==> src/rtl/matmul_pkg.sv <==
// ----------------------------------------------------------------------------
// matmul_pkg
// Shared types and engine sizing for the matmul job scheduler.
//   sched_state_t : scheduler FSM states
//   A, B, C, BITS : default matmul_n engine geometry
//   ENG_LATENCY   : RUN cycles the default engine needs per job
// ----------------------------------------------------------------------------
package matmul_pkg;

    typedef enum logic [1:0] {
        IDLE,
        START,
        RUN,
        REPORT
    } sched_state_t;

    localparam int A    = 16;
    localparam int B    = 32;
    localparam int C    = 24;
    localparam int BITS = 8;

    localparam int ENG_LATENCY = A * C * (B + 1);

endpackage

==> src/rtl/matmul_job_sched_if.sv <==
// ----------------------------------------------------------------------------
// matmul_job_sched_if
// Requester-side job handshake and completion record of the scheduler.
//   req_valid   : per-requester job request
//   req_bank    : per-requester bank select, requester i at [i*BANK_W +: BANK_W]
//   req_ready   : one-hot grant/accept
//   done_valid  : completion record valid
//   done_ready  : completion record accept
//   done_id     : requester of the completed job
//   done_cycles : RUN cycles consumed
//   done_err    : job aborted by timeout
// Modports: master = requesters/consumer, slave = scheduler.
// ----------------------------------------------------------------------------
interface matmul_job_sched_if #(
    parameter int NREQ   = 2,
    parameter int BANK_W = 2,
    parameter int CYC_W  = 16
);

    logic [NREQ-1:0]        req_valid;
    logic [NREQ*BANK_W-1:0] req_bank;
    logic [NREQ-1:0]        req_ready;

    logic                   done_valid;
    logic                   done_ready;
    logic [$clog2(NREQ)-1:0] done_id;
    logic [CYC_W-1:0]       done_cycles;
    logic                   done_err;

    modport master (
        output req_valid, req_bank, done_ready,
        input  req_ready, done_valid, done_id, done_cycles, done_err
    );

    modport slave (
        input  req_valid, req_bank, done_ready,
        output req_ready, done_valid, done_id, done_cycles, done_err
    );

endinterface

==> src/rtl/rr_arbiter.sv <==
// ----------------------------------------------------------------------------
// rr_arbiter
// Combinational round-robin arbiter: grants the first asserted request found
// searching upward from ptr_i with wrap-around.
//   req_i   : request vector
//   ptr_i   : highest-priority index (must be < NREQ)
//   grant_o : one-hot grant, zero when no request
// ----------------------------------------------------------------------------
module rr_arbiter #(
    parameter  int NREQ = 2,
    localparam int PW   = (NREQ > 1) ? $clog2(NREQ) : 1
) (
    input  logic [NREQ-1:0] req_i,
    input  logic [PW-1:0]   ptr_i,
    output logic [NREQ-1:0] grant_o
);

    logic          found;
    logic [PW-1:0] idx;

    always_comb begin
        grant_o = '0;
        found   = 1'b0;
        idx     = '0;
        for (int unsigned i = 0; i < NREQ; i++) begin
            idx = PW'((32'(ptr_i) + i) % NREQ);
            if (!found && req_i[idx]) begin
                grant_o[idx] = 1'b1;
                found        = 1'b1;
            end
        end
    end

endmodule

==> src/rtl/matmul_job_sched.sv <==
// ----------------------------------------------------------------------------
// matmul_job_sched
// Accepts multiply jobs from NREQ requesters (round-robin), resets the shared
// matmul engine to start each job, waits for its valid or a timeout, and
// reports completion with requester id, cycle count and error flag.
//   clk, rst_n : clock, asynchronous active-low reset
//   job        : request/completion handshake (slave modport)
//   eng_rst    : engine synchronous reset, active-high
//   eng_valid  : engine result complete
//   eng_bank   : RAM bank set used by the current job
//   busy       : job in START/RUN/REPORT
// ----------------------------------------------------------------------------
module matmul_job_sched
    import matmul_pkg::*;
#(
    parameter int NREQ    = 2,
    parameter int BANK_W  = 2,
    parameter int CYC_W   = 16,
    parameter int TIMEOUT = 16384
) (
    input  logic               clk,
    input  logic               rst_n,
    matmul_job_sched_if.slave  job,
    output logic               eng_rst,
    input  logic               eng_valid,
    output logic [BANK_W-1:0]  eng_bank,
    output logic               busy
);

    localparam int IDW = $clog2(NREQ);

    sched_state_t     state_q;
    logic [IDW-1:0]   rr_ptr_q;
    logic [IDW-1:0]   rr_ptr_d;
    logic [BANK_W-1:0] eng_bank_q;
    logic [CYC_W-1:0] cnt_q;
    logic [IDW-1:0]   done_id_q;
    logic [CYC_W-1:0] done_cycles_q;
    logic             done_err_q;
    logic             done_valid_q;
    logic             busy_q;
    logic             eng_rst_q;

    logic [NREQ-1:0]  grant;
    logic [IDW-1:0]   grant_id;

    rr_arbiter #(.NREQ(NREQ)) u_arb (
        .req_i   (job.req_valid),
        .ptr_i   (rr_ptr_q),
        .grant_o (grant)
    );

    always_comb begin
        grant_id = '0;
        for (int unsigned i = 0; i < NREQ; i++) begin
            if (grant[i]) grant_id = i[IDW-1:0];
        end
    end

    assign rr_ptr_d = (grant_id == IDW'(NREQ - 1)) ? '0 : grant_id + 1'b1;

    // Gated by rst_n so no grant is offered while reset is held.
    assign job.req_ready = (rst_n && state_q == IDLE) ? grant : '0;

    always_ff @(posedge clk or negedge rst_n) begin
        if (!rst_n) begin
            state_q       <= IDLE;
            rr_ptr_q      <= '0;
            eng_bank_q    <= '0;
            cnt_q         <= '0;
            done_id_q     <= '0;
            done_cycles_q <= '0;
            done_err_q    <= 1'b0;
            done_valid_q  <= 1'b0;
            busy_q        <= 1'b0;
            eng_rst_q     <= 1'b1;
        end else begin
            unique case (state_q)
                IDLE: begin
                    if (|grant) begin
                        eng_bank_q <= job.req_bank[grant_id*BANK_W +: BANK_W];
                        done_id_q  <= grant_id;
                        rr_ptr_q   <= rr_ptr_d;
                        cnt_q      <= '0;
                        busy_q     <= 1'b1;
                        state_q    <= START;
                    end
                end
                START: begin
                    // eng_rst stays high through this edge to reset the engine.
                    eng_rst_q <= 1'b0;
                    state_q   <= RUN;
                end
                RUN: begin
                    // Engine valid wins over a coincident timeout.
                    if (eng_valid) begin
                        done_cycles_q <= cnt_q;
                        done_err_q    <= 1'b0;
                        done_valid_q  <= 1'b1;
                        state_q       <= REPORT;
                    end else if (cnt_q == CYC_W'(TIMEOUT - 1)) begin
                        done_cycles_q <= CYC_W'(TIMEOUT);
                        done_err_q    <= 1'b1;
                        done_valid_q  <= 1'b1;
                        state_q       <= REPORT;
                    end else begin
                        cnt_q <= cnt_q + 1'b1;
                    end
                end
                REPORT: begin
                    if (job.done_ready) begin
                        done_valid_q <= 1'b0;
                        busy_q       <= 1'b0;
                        eng_rst_q    <= 1'b1;
                        state_q      <= IDLE;
                    end
                end
                default: state_q <= IDLE;
            endcase
        end
    end

    assign eng_rst         = eng_rst_q;
    assign eng_bank        = eng_bank_q;
    assign busy            = busy_q;
    assign job.done_valid  = done_valid_q;
    assign job.done_id     = done_id_q;
    assign job.done_cycles = done_cycles_q;
    assign job.done_err    = done_err_q;

endmodule

==> src/flat_wrapper.sv <==
// flat-port wrapper written by rule: the top's interface ports become plain ports
module matmul_job_sched_flat import matmul_pkg::*;
#(
    parameter int NREQ    = 2,
    parameter int BANK_W  = 2,
    parameter int CYC_W   = 16,
    parameter int TIMEOUT = 16384
)
  (clk, rst_n, eng_rst, eng_valid, eng_bank, busy, job_req_valid, job_req_bank, job_done_ready, job_req_ready, job_done_valid, job_done_id, job_done_cycles, job_done_err);
  matmul_job_sched_if #(.NREQ(NREQ), .BANK_W(BANK_W), .CYC_W(CYC_W)) job_i ();
  input  logic clk;
  input  logic rst_n;
  output logic eng_rst;
  input  logic eng_valid;
  output logic [BANK_W-1:0] eng_bank;
  output logic busy;
  input wire logic [$bits(job_i.req_valid)-1:0] job_req_valid;
  input wire logic [$bits(job_i.req_bank)-1:0] job_req_bank;
  input wire logic [$bits(job_i.done_ready)-1:0] job_done_ready;
  output wire logic [$bits(job_i.req_ready)-1:0] job_req_ready;
  output wire logic [$bits(job_i.done_valid)-1:0] job_done_valid;
  output wire logic [$bits(job_i.done_id)-1:0] job_done_id;
  output wire logic [$bits(job_i.done_cycles)-1:0] job_done_cycles;
  output wire logic [$bits(job_i.done_err)-1:0] job_done_err;
  assign job_i.req_valid = job_req_valid;
  assign job_i.req_bank = job_req_bank;
  assign job_i.done_ready = job_done_ready;
  assign job_req_ready = job_i.req_ready;
  assign job_done_valid = job_i.done_valid;
  assign job_done_id = job_i.done_id;
  assign job_done_cycles = job_i.done_cycles;
  assign job_done_err = job_i.done_err;
  matmul_job_sched #(.NREQ(NREQ), .BANK_W(BANK_W), .CYC_W(CYC_W), .TIMEOUT(TIMEOUT)) u_core (.clk(clk), .rst_n(rst_n), .job(job_i), .eng_rst(eng_rst), .eng_valid(eng_valid), .eng_bank(eng_bank), .busy(busy));
endmodule
==> config.mk <==
export PLATFORM = sky130hd
export DESIGN_NAME = matmul_job_sched_flat
export DESIGN_NICKNAME = d
export VERILOG_FILES = /design/src/rtl/matmul_pkg.sv /design/src/rtl/matmul_job_sched_if.sv /design/src/rtl/rr_arbiter.sv /design/src/rtl/matmul_job_sched.sv /design/src/flat_wrapper.sv
export SDC_FILE = /design/constraint.sdc
export NUM_CORES = 1
export LEC_CHECK = 0
export ABC_AREA = 1
export BUFFER_PORTS_ARGS = -buffer_cell sky130_fd_sc_hd__buf_2
export CAP_MARGIN = 30
export CORE_MARGIN = 2
export CORE_UTILIZATION = 30
export CTS_BUF_LIST = sky130_fd_sc_hd__clkbuf_4
export CTS_CLUSTER_DIAMETER = 50
export CTS_CLUSTER_SIZE = 25
export DETAILED_ROUTE_END_ITERATION = 6
export HOLD_SLACK_MARGIN = 0.03
export PLACE_DENSITY = 0.49
export SLEW_MARGIN = 20
export SYNTH_ARGS = -nofsm -noshare
export SYNTH_HDL_FRONTEND = slang
export SYNTH_SLANG_ARGS = --single-unit
==> constraint.sdc <==
create_clock -name clk -period 3 [get_ports clk]
set_input_delay 0.3 -clock clk [delete_from_list [all_inputs] [get_ports clk]]
set_output_delay 0.3 -clock clk [all_outputs]
set_load 0.05 [all_outputs]
==> results of run 1 <==
==> layer usage <==
metal	vias up	track usage (%)	wire, um
met4	0	4.17	70
met3	5	2.57	190
met2	31	20.2	2210
met1	867	20.3	2710
met5	-	0	0
li1	994	-	-
==> cell usage after synthesis (all sizes together), types with 3 or more instances <==
cell,instances,area (um2)
buf,4,45.0
nor2,24,108
ha,6,75.1
dfrtp,41,1030
nor3,3,15.0
xor2,3,26.3
inv,37,139
o21ai,26,134
nand2,109,429
or2,3,18.8
nand4,4,25.0
nand3,20,118
==> kinds of logic after synthesis <==
kind of cell	count (synthesis)	share of synthesized area [%]
adders and majority gates	6	3.31
xor gates and xnor gates	3	1.16
AOI/OAI and AO/OA	34	9.15
buffers and inverters	42	8.27
DFF	42	46.4
and+or+nand+nor	164	31.8
==> area by class of cell <==
| class | instances | area share, % |
|---|---|---|
| clock buffers | 6 | 1.74 |
| clock inverters | 2 | 0.338 |
| inverters | 37 | 5.35 |
| multi-input cells | 207 | 39.7 |
| flip-flops and latches | 42 | 40.6 |
| well taps | 99 | 4.78 |
| repair buffers | 37 | 7.53 |
==> power by group <==
part           leakage, uW  switching (uW)  internal, uW  total (uW)
clock network    0.0000331             184          97.4         281
registers         0.000565            56.1           662         718
logic             0.000764             642           215         857
total              0.00136             882           974        1860
==> flip-flops by register name, indices dropped and copies added (netlist names), 2 cells and up <==
signal,flops
u_core.cnt_q,16
u_core.job.done_cycles,16
u_core.eng_bank,2
u_core.state_q,2
==> path summary, 6_finish.rpt <==
path,cells after the start,end,from,slack [ns]
setup / recovery,5,job_req_ready[1],u_core.state_q[1]$_DFFE_PN0P_,0.94
hold / removal,2,u_core.job.done_err$_DFFE_PN0P_,eng_valid,0.21
setup reg to reg,9,u_core.cnt_q[6]$_DFFE_PN0P_,u_core.state_q[0]$_DFFE_PN0P_,0.95
hold reg to reg,2,u_core.job.done_cycles[1]$_DFFE_PN0P_,u_core.job.done_cycles[1]$_DFFE_PN0P_,0.48
max in group asynchronous,3,u_core.cnt_q[13]$_DFFE_PN0P_,rst_n,2.07
min in group asynchronous,3,u_core.busy$_DFFE_PN0P_,rst_n,0.54
==> metrics by stage <==
step / util, % / instances
after floorplan: - / 291
after global placement: 34.7 / 421
after detailed placement: 34.7 / 421
after CTS: 35.6 / 430
after global routing: 35.6 / 430
final: 35.6 / 430
==> placed cells by master (no fill, tap or decap), types with 2 or more instances in the layout <==
| master | instances |
|---|---|
| nand2_1 | 105 |
| dfrtp_1 | 41 |
| inv_1 | 35 |
| buf_2 | 34 |
| nor2_1 | 19 |
| nand3_1 | 18 |
| o21ai_0 | 13 |
| o21ai_1 | 12 |
| ha_1 | 6 |
| clkbuf_4 | 6 |
| nor2_2 | 4 |
| nand4_1 | 4 |
| or2_2 | 3 |
| nor3_1 | 3 |
| xor2_1 | 3 |
| o211ai_1 | 2 |
| nand2_4 | 2 |
| inv_2 | 2 |
| nand2_2 | 2 |
| o221ai_1 | 2 |
| o21bai_1 | 2 |
| buf_4 | 2 |
==> critical path: stages (launching register included) <==
cell,delay [ns]
dfrtp_1,0.44
inv_1,0.12
ha_1,0.25
o211ai_1,0.21
nor2_1,0.12
buf_2,0.27
==> metrics.md, run 1 <==
| Metric | Value |
|---|---|
| Required time of the worst setup path | `2.70 ns` |
| Routed wire per std cell | `12.0 um` |
| Endpoint class of the critical path | `output pin` |
| Hold WS | `0.206 ns` |
| Final Cycle Share | `68.8%` |
| First-pass GRT wire length | `9190 um` |
| Netlist area before placement | `0.00227 mm2` |
| #FFs+latches synth | `42` |
| Setup WS pre-CTS | `0.960 ns` |
| Synth Flop Type | `dfrtp_1` |
| Register area | `0.00105 mm2` |
| Pwr Density | `715 mW/mm2` |
| GRT overflow | `0` |
| Setup_tns | `0 ns` |
| Design area | `0.00259 mm2` |
| Layout Nets | `346` |
| Post-DP HPWL | `3880 um` |
| Clock buffer depth | `2` |
| Post-Route WL | `5180 um` |
| Critical path peak fanout | `5` |
| Antenna-violating nets left | `0` |
| Iter 0 DRT Violations | `94` |
| Tightest Pin Transition | `0.548 ns` |
| Resized Gates After CTS | `0` |
| Number of flops mapped to enable cells by yosys | `0` |
| Fillcell total | `822` |
| CTS tree | `built` |
| Antenna violations before repair | `0` |
| Gr usage total | `13.7%` |
| Area of the multi-input gates | `0.00103 mm2` |
| Hold Crit Class | `in -> reg` |
| Final setup vio count | `0` |
| Gpl congestion | `0.784` |
| Outcome | `completed` |
| Largest net degree at the start of global routing | `43` |
| Asr flop ratio synth | `100%` |
| Root Driver | `clkbuf_4` |
| FP Rows | `31` |
| LEAKAGE | `0.00136 uW` |
| Maximum vdd ir drop | `0.000231 V` |
| Mapped Cells | `291` |
| Sequential-to-total area share from yosys stat | `46.4%` |
| Sink Count | `42` |
| Ports | `35` |
| Die Span Y | `91.0 um` |
| Yosys cell types | `29` |
| IO buf count | `34` |
| Core area | `0.00729 mm2` |
| First-pass iteration count of the detailed router | `4` |
| Vias | `1,897` |
| Post-CTS setup buffer count | `0` |
| Vias in the first global route | `1,850` |
| Fmax | `0.485 GHz` |
| Power consumption | `1860 uW` |
| # H-tree levels | `2` |
| Crit Path Category | `reg -> out` |
| Slew Limit Headroom | `63.4%` |
| Vias/cell | `4.41` |
| Die area | `0.00828 mm2` |
| Startpoint type of the worst setup path | `flop` |
| Slew Limit Fails | `0` |
| DRC | `0` |
| Final setup skew | `0.00689 ns` |
| Area growth syn-to-layout | `14.3%` |
| Final-report hold violation count | `0` |
| Clk_lat worst skew | `0.35 ns` |
| Minimum clock period | `2.06 ns` |
| Worst setup margin | `0.936 ns` |
| WP data arrival | `1.76 ns` |
| Clock Pin Slew Worst Setup and Hold Paths | `0.12 ns` |
| # diodes | `0` |
| Synth warn | `0` |
| RSZ-0062 raised after global routing | `false` |
| Syn Area/Cell | `7.80 um2` |
| Number of buffers created by CTS | `5` |
| Die X | `91.0 um` |
| Hold_buf cts | `1` |
| Syn nets | `307` |
| Initial cell density of the core | `31.1%` |
| Max-cap viol count | `0` |
| Post-Place Cell Area | `0.00253 mm2` |
| Share of cells above drive strength 1 | `18.7%` |
(Power assumes the default switching activity.)
==> inputs of run 2 (changes only) <==
ABC_AREA = 0   (was 1)
clock period = 2 ns   (was 3 ns; I/O delays follow)
==> metrics.md, run 2 <==
| Metric | Value |
|---|---|
| Clock buffer depth | `2` |
| Post-Route WL | `5630 um` |
| Tightest Pin Transition | `0.539 ns` |
| Die X | `88.1 um` |
| Cell with the most instances after synthesis | `dfrtp_1` |
| GRT overflow | `0` |
| Most frequent cells in the layout | `39 x dfrtp_1, 32 x buf_2, 31 x buf_4` |
| Fmax | `0.529 GHz` |
| First-pass iteration count of the detailed router | `4` |
| Synth Flop Type | `dfrtp_1` |
| Critical path peak fanout | `12` |
| Synth Area in Simple Gates | `17.6%` |
| Final setup skew | `0.0115 ns` |
| Slew Limit Fails | `0` |
| Core area | `0.00683 mm2` |
| Area share of fa/ha/maj cells after synthesis | `3.54%` |
| Busiest grt layer | `met2` |
| Met2 GRT Util | `24.0%` |
| Clk_lat worst skew | `0.35 ns` |
| First-pass GRT wire length | `9310 um` |
| Vias in the first global route | `1,792` |
| Slew Limit Headroom | `64.1%` |
| Multiplexer area fraction after synthesis | `1.00%` |
| Commonest non-fill, non-tap cell in the layout | `dfrtp_1` |
| Synth top area share | `48.3%` |
| Crit Path Category | `reg -> reg` |
| Antenna violations before repair | `0` |
| Area growth syn-to-layout | `27.8%` |
| Sink Count | `42` |
| Design area | `0.00271 mm2` |
| Die area | `0.00776 mm2` |
| Final-report hold violation count | `0` |
| CTS tree | `built` |
| DRC | `0` |
| FP Rows | `30` |
| Vias | `1,871` |
| Syn nets | `222` |
| #FFs+latches synth | `42` |
| Maximum vdd ir drop | `0.000528 V` |
| Asr flop ratio synth | `100%` |
| Startpoint type of the worst setup path | `flop` |
| Largest area contributor in the netlist | `dfrtp_1` |
| Antenna-violating nets left | `0` |
| Largest net degree at the start of global routing | `43` |
| WP data arrival | `2.14 ns` |
| Number of flops mapped to enable cells by yosys | `0` |
| Hold Crit Class | `in -> reg` |
| Syn Area/Cell | `10.3 um2` |
| Fin cells | `365` |
| Netlist area before placement | `0.00212 mm2` |
| Iter 0 DRT Violations | `170` |
| Clock Pin Slew Worst Setup and Hold Paths | `0.12 ns` |
| Met3 GRT Util | `3.11%` |
| Outcome | `completed` |
| # H-tree levels | `2` |
| Final Cycle Share | `94.5%` |
| Mapped Cells | `206` |
| Share of cells above drive strength 1 | `33.5%` |
| Top cells by area, synth | `dfrtp_1 48%, a22o_1 6.2%, ha_1 3.5%` |
| Post-DP HPWL | `4060 um` |
| Largest family of logic cells by synthesized area | `compound AO/OA/AOI/OAI gates` |
| Number of buffers created by CTS | `5` |
| Placed cell count | `355` |
| IO buf count | `34` |
| Ports | `35` |
| Sequential-to-total area share from yosys stat | `49.6%` |
| Fraction of the mapped netlist area in compound gates | `22.7%` |
| Layout Nets | `284` |
| Gr usage total | `15.8%` |
| Pwr Density | `1160 mW/mm2` |
| Vias/cell | `5.13` |
| Top cells by count, synth | `41 x dfrtp_1, 17 x inv_1, 15 x a22o_1` |
| Die Span Y | `88.1 um` |
| Met1 global-route usage | `23.7%` |
| Routed wire per std cell | `15.4 um` |
| Final setup vio count | `0` |
| # diodes | `0` |
| Gpl congestion | `0.875` |
| Minimum clock period | `1.89 ns` |
| Initial cell density of the core | `31.1%` |
| Endpoint class of the critical path | `flop` |
| Root Driver | `clkbuf_4` |
| Max-cap viol count | `0` |
| Yosys cell types | `46` |
| Synth warn | `0` |
| Required time of the worst setup path | `2.25 ns` |
| Xor and xnor area share after synthesis | `0%` |
| LEAKAGE | `0.00126 uW` |
| Post-Place Cell Area | `0.00259 mm2` |
## run 2: cell types whose count changed in the layout (fill, tap and decap cells not counted), moves of 4 or more
cell      before  now
a21oi_1        1    5
a22o_1         0   15
a31oi_1        0    8
buf_4          2   31
inv_1         35   15
nand2_1      105   12
nand3_1       18    6
nor2_1        19    6
nor2_2         4    0
o211ai_1       2    6
o21ai_0       13    6
o21ai_1       12    3
or4_1          0    7
## run 2: layer usage
| metal | routed length [um] | up-vias | share of wire (%) |
|---|---|---|---|
| met3 | 269 | 5 | 4.8 |
| met1 | 2750 | 911 | 49 |
| met2 | 2570 | 50 | 46 |
| li1 | - | 905 | - |
| met4 | 32 | 0 | 0.57 |
| met5 | 0 | - | 0 |
## run 2: layout make-up
cell class | count | area (um2)
Multi-Input combinational cell | 135 | 983
Sequential cell | 42 | 1050
Clock inverter | 3 | 16.3
Inverter | 17 | 63.8
Fill cell | 747 | 4120
Clock buffer | 5 | 37.5
Timing Repair Buffer | 67 | 437
Tap cell | 96 | 120
## run 2: metrics by stage
| step | hold WS, ns | total power, uW | worst slack, ns | util, % | setup TNS [ns] |
|---|---|---|---|---|---|
| global route | 0.0654 | 3370 | -0.00358 | 39.7 | -0.00358 |
| floorplan | -0.0956 | 2170 | 0.0450 | - | 0 |
| CTS | 0.0495 | 3130 | 0.0151 | 39.0 | 0 |
| finish | 0.0612 | 3140 | 0.110 | 39.7 | 0 |
| global placement | 0.415 | 2690 | 0.0813 | 37.9 | 0 |
| detailed placement | 0.421 | 2690 | 0.0217 | 37.9 | 0 |
## run 2: final timing paths
path                                             startpoint                                     to  slack [ns]  depth (start not counted)
worst max-delay path            u_core.cnt_q[0]$_DFFE_PN0P_            u_core.cnt_q[1]$_DFFE_PN0P_        0.11                          6
worst min-delay path                        job_req_bank[3]         u_core.eng_bank[1]$_DFFE_PN0P_        0.06                          3
worst min register to register   u_core.eng_rst$_DFFE_PN1P_             u_core.eng_rst$_DFFE_PN1P_        0.50                          2
worst max register to register  u_core.cnt_q[0]$_DFFE_PN0P_            u_core.cnt_q[1]$_DFFE_PN0P_        0.11                          6
min in group asynchronous                             rst_n  u_core.job.done_cycles[6]$_DFFE_PN0P_        0.53                          3
max in group asynchronous                             rst_n            u_core.cnt_q[9]$_DFFE_PN0P_        1.07                          3
## run 2: worst max-delay path, stage by stage, from the launching register on
cell     delay (ns)
dfrtp_1        0.37
ha_2           0.19
nand3_1        0.12
or4_4          0.55
buf_4          0.21
and3_1         0.17
a31o_1         0.18
## run 2: cells by family after synthesis
logic type,after synthesis
compound gates,66
flops,42
mux,2
simple gates,61
buf+inv,29
fa+ha+maj,6
## run 2: timing repair
| action | 4_1_cts | 5_1_grt |
|---|---|---|
| resized for setup | 3 | 17 |
| hold buffers | 1 | 0 |
| setup buffers | 0 | 1 |
| endpoints found under the hold margin | 16 | 0 |
| setup endpoints to repair | 2 | 16 |
## run 2: power by group
| group | leakage [uW] | internal [uW] | switching [uW] |
|---|---|---|---|
| clock network | 0.0000286 | 131 | 281 |
| logic | 0.000679 | 538 | 1030 |
| registers | 0.000556 | 1040 | 126 |
| total | 0.00126 | 1710 | 1440 |
==> inputs of run 3 (changes only) <==
BUFFER_PORTS_ARGS = not set   (was -buffer_cell sky130_fd_sc_hd__buf_2)
CORE_UTILIZATION = 35   (was 30)
DONT_BUFFER_PORTS = 1   (was not set)
PLACE_DENSITY = 0.5   (was 0.49)
==> metrics.md, run 3 (synthesis gave the netlist of run 2 again) <==
| Metric | Value |
|---|---|
| Final Cycle Share | `96.9%` |
| Required time of the worst setup path | `2.25 ns` |
| Clock Pin Slew Worst Setup and Hold Paths | `0.12 ns` |
| Hold Crit Class | `in -> reg` |
| Antenna violations before repair | `0` |
| Post-Place Cell Area | `0.00239 mm2` |
| LEAKAGE | `0.00115 uW` |
| Vias/cell | `5.74` |
| GRT overflow | `0` |
| First-pass GRT wire length | `9090 um` |
| Crit Path Category | `reg -> reg` |
| Largest net degree at the start of global routing | `43` |
| Commonest non-fill, non-tap cell in the layout | `dfrtp_1` |
| Worst setup margin | `0.0627 ns` |
| Endpoint class of the critical path | `flop` |
| # H-tree levels | `2` |
| Die X | `81.9 um` |
| Outcome | `completed` |
| Die area | `0.00670 mm2` |
| Setup WS pre-CTS | `0.0157 ns` |
| Clock buffer depth | `2` |
| Final-report hold violation count | `0` |
| Antenna-violating nets left | `0` |
| Sink Count | `42` |
| Clk_lat worst skew | `0.35 ns` |
| Most frequent cells in the layout | `41 x dfrtp_1, 33 x buf_4, 15 x inv_1, 15 x a22o_1, 11 x nand2_1` |
| Power consumption | `3040 uW` |
| Layout Nets | `258` |
| WP data arrival | `2.19 ns` |
| Max-cap viol count | `0` |
| CTS tree | `built` |
| Area growth syn-to-layout | `21.5%` |
| # diodes | `0` |
| Share of cells above drive strength 1 | `23.6%` |
| Vias in the first global route | `1,871` |
| DRC | `0` |
| Vias | `1,819` |
| Initial cell density of the core | `36.1%` |
| Fmax | `0.516 GHz` |
| Root Driver | `clkbuf_4` |
| Slew Limit Headroom | `65.4%` |
| Final setup skew | `0.00271 ns` |
| Final setup vio count | `0` |
| Core area | `0.00589 mm2` |
| IO buf count | `0` |
| First-pass iteration count of the detailed router | `5` |
| Tightest Pin Transition | `0.519 ns` |
| Startpoint type of the worst setup path | `flop` |
| Critical path peak fanout | `12` |
| Slew Limit Fails | `0` |
| FP Rows | `28` |
| Post-DP HPWL | `3890 um` |
| Pwr Density | `1180 mW/mm2` |
| Gr usage total | `18.1%` |
| RSZ-0062 raised after global routing | `true` |
| Design area | `0.00258 mm2` |
| Number of buffers created by CTS | `5` |
| Routed wire per std cell | `18.0 um` |
| Hold WS | `0.0728 ns` |
| Gpl congestion | `0.822` |
| Die Span Y | `81.9 um` |
| Iter 0 DRT Violations | `146` |
| Setup_tns | `0 ns` |
| Minimum clock period | `1.94 ns` |
| Maximum vdd ir drop | `0.000663 V` |
| Ports | `35` |
| Post-Route WL | `5700 um` |
[run 3: changes by cell type in the layout (fill, tap and decap cells not counted), moves of 2 or more]
cell           change
dfrtp_1            +2
buf_6              -2
dlygate4sd3_1      +5
buf_2             -32
dfrtp_2            -2
buf_4              +2
[run 3: stage by stage]
stage / instances / util (%)
6_report: 317 / 43.8
5_1_grt: 317 / 43.8
4_1_cts: 314 / 42.9
3_5_place_dp: 299 / 40.5
3_3_place_gp: 299 / 40.5
2_1_floorplan: 206 / -
[run 3: area by class of cell]
type	instances	area, um2
Inverter	17	63.8
Timing Repair Buffer	41	339
Multi-Input combinational cell	135	982
Tap cell	75	93.8
Clock inverter	2	10.0
Clock buffer	5	37.5
Sequential cell	42	1050
Fill cell	580	3310
[run 3: worst max-delay path, cell delays in order, from the launching register on]
cell and delay [ns]:
dfrtp_1 0.43, nand4bb_1 0.29, or4_4 0.55, buf_4 0.21
and3_1 0.18, a31o_1 0.18
[run 3: what timing repair did]
item	4_1_cts	5_1_grt
hold buffers	7	0
pin swaps	0	2
setup buffers	1	3
hold endpoints to repair	45	0
endpoints found under the setup margin	4	32
gates resized for setup	2	12
[run 3: final timing paths]
path / from / endpoint / slack [ns] / cells after the start
setup / recovery: u_core.cnt_q[15]$_DFFE_PN0P_ / u_core.cnt_q[1]$_DFFE_PN0P_ / 0.06 / 5
hold / removal: job_done_ready / u_core.busy$_DFFE_PN0P_ / 0.07 / 3
setup reg to reg: u_core.cnt_q[15]$_DFFE_PN0P_ / u_core.cnt_q[1]$_DFFE_PN0P_ / 0.06 / 5
hold reg to reg: u_core.cnt_q[15]$_DFFE_PN0P_ / u_core.job.done_cycles[15]$_DFFE_PN0P_ / 0.58 / 1
max in group asynchronous: rst_n / u_core.eng_rst$_DFFE_PN1P_ / 1.41 / 2
min in group asynchronous: rst_n / u_core.cnt_q[6]$_DFFE_PN0P_ / 0.33 / 2
[run 3: report_power, final]
group	internal, uW	switching, uW
Sequential	1030	539
Combinational	455	608
Clock	127	279
[run 3: per-layer routing]
layer / global-route usage (%) / part of all wire, % / wire (um) / vias up
li1: - / - / - / 854
met1: 22.5 / 44 / 2490 / 885
met2: 29.7 / 49 / 2780 / 69
met3: 5.49 / 5.6 / 318 / 11
met4: 6.67 / 1.9 / 110 / 0
met5: 0 / 0 / 0 / -
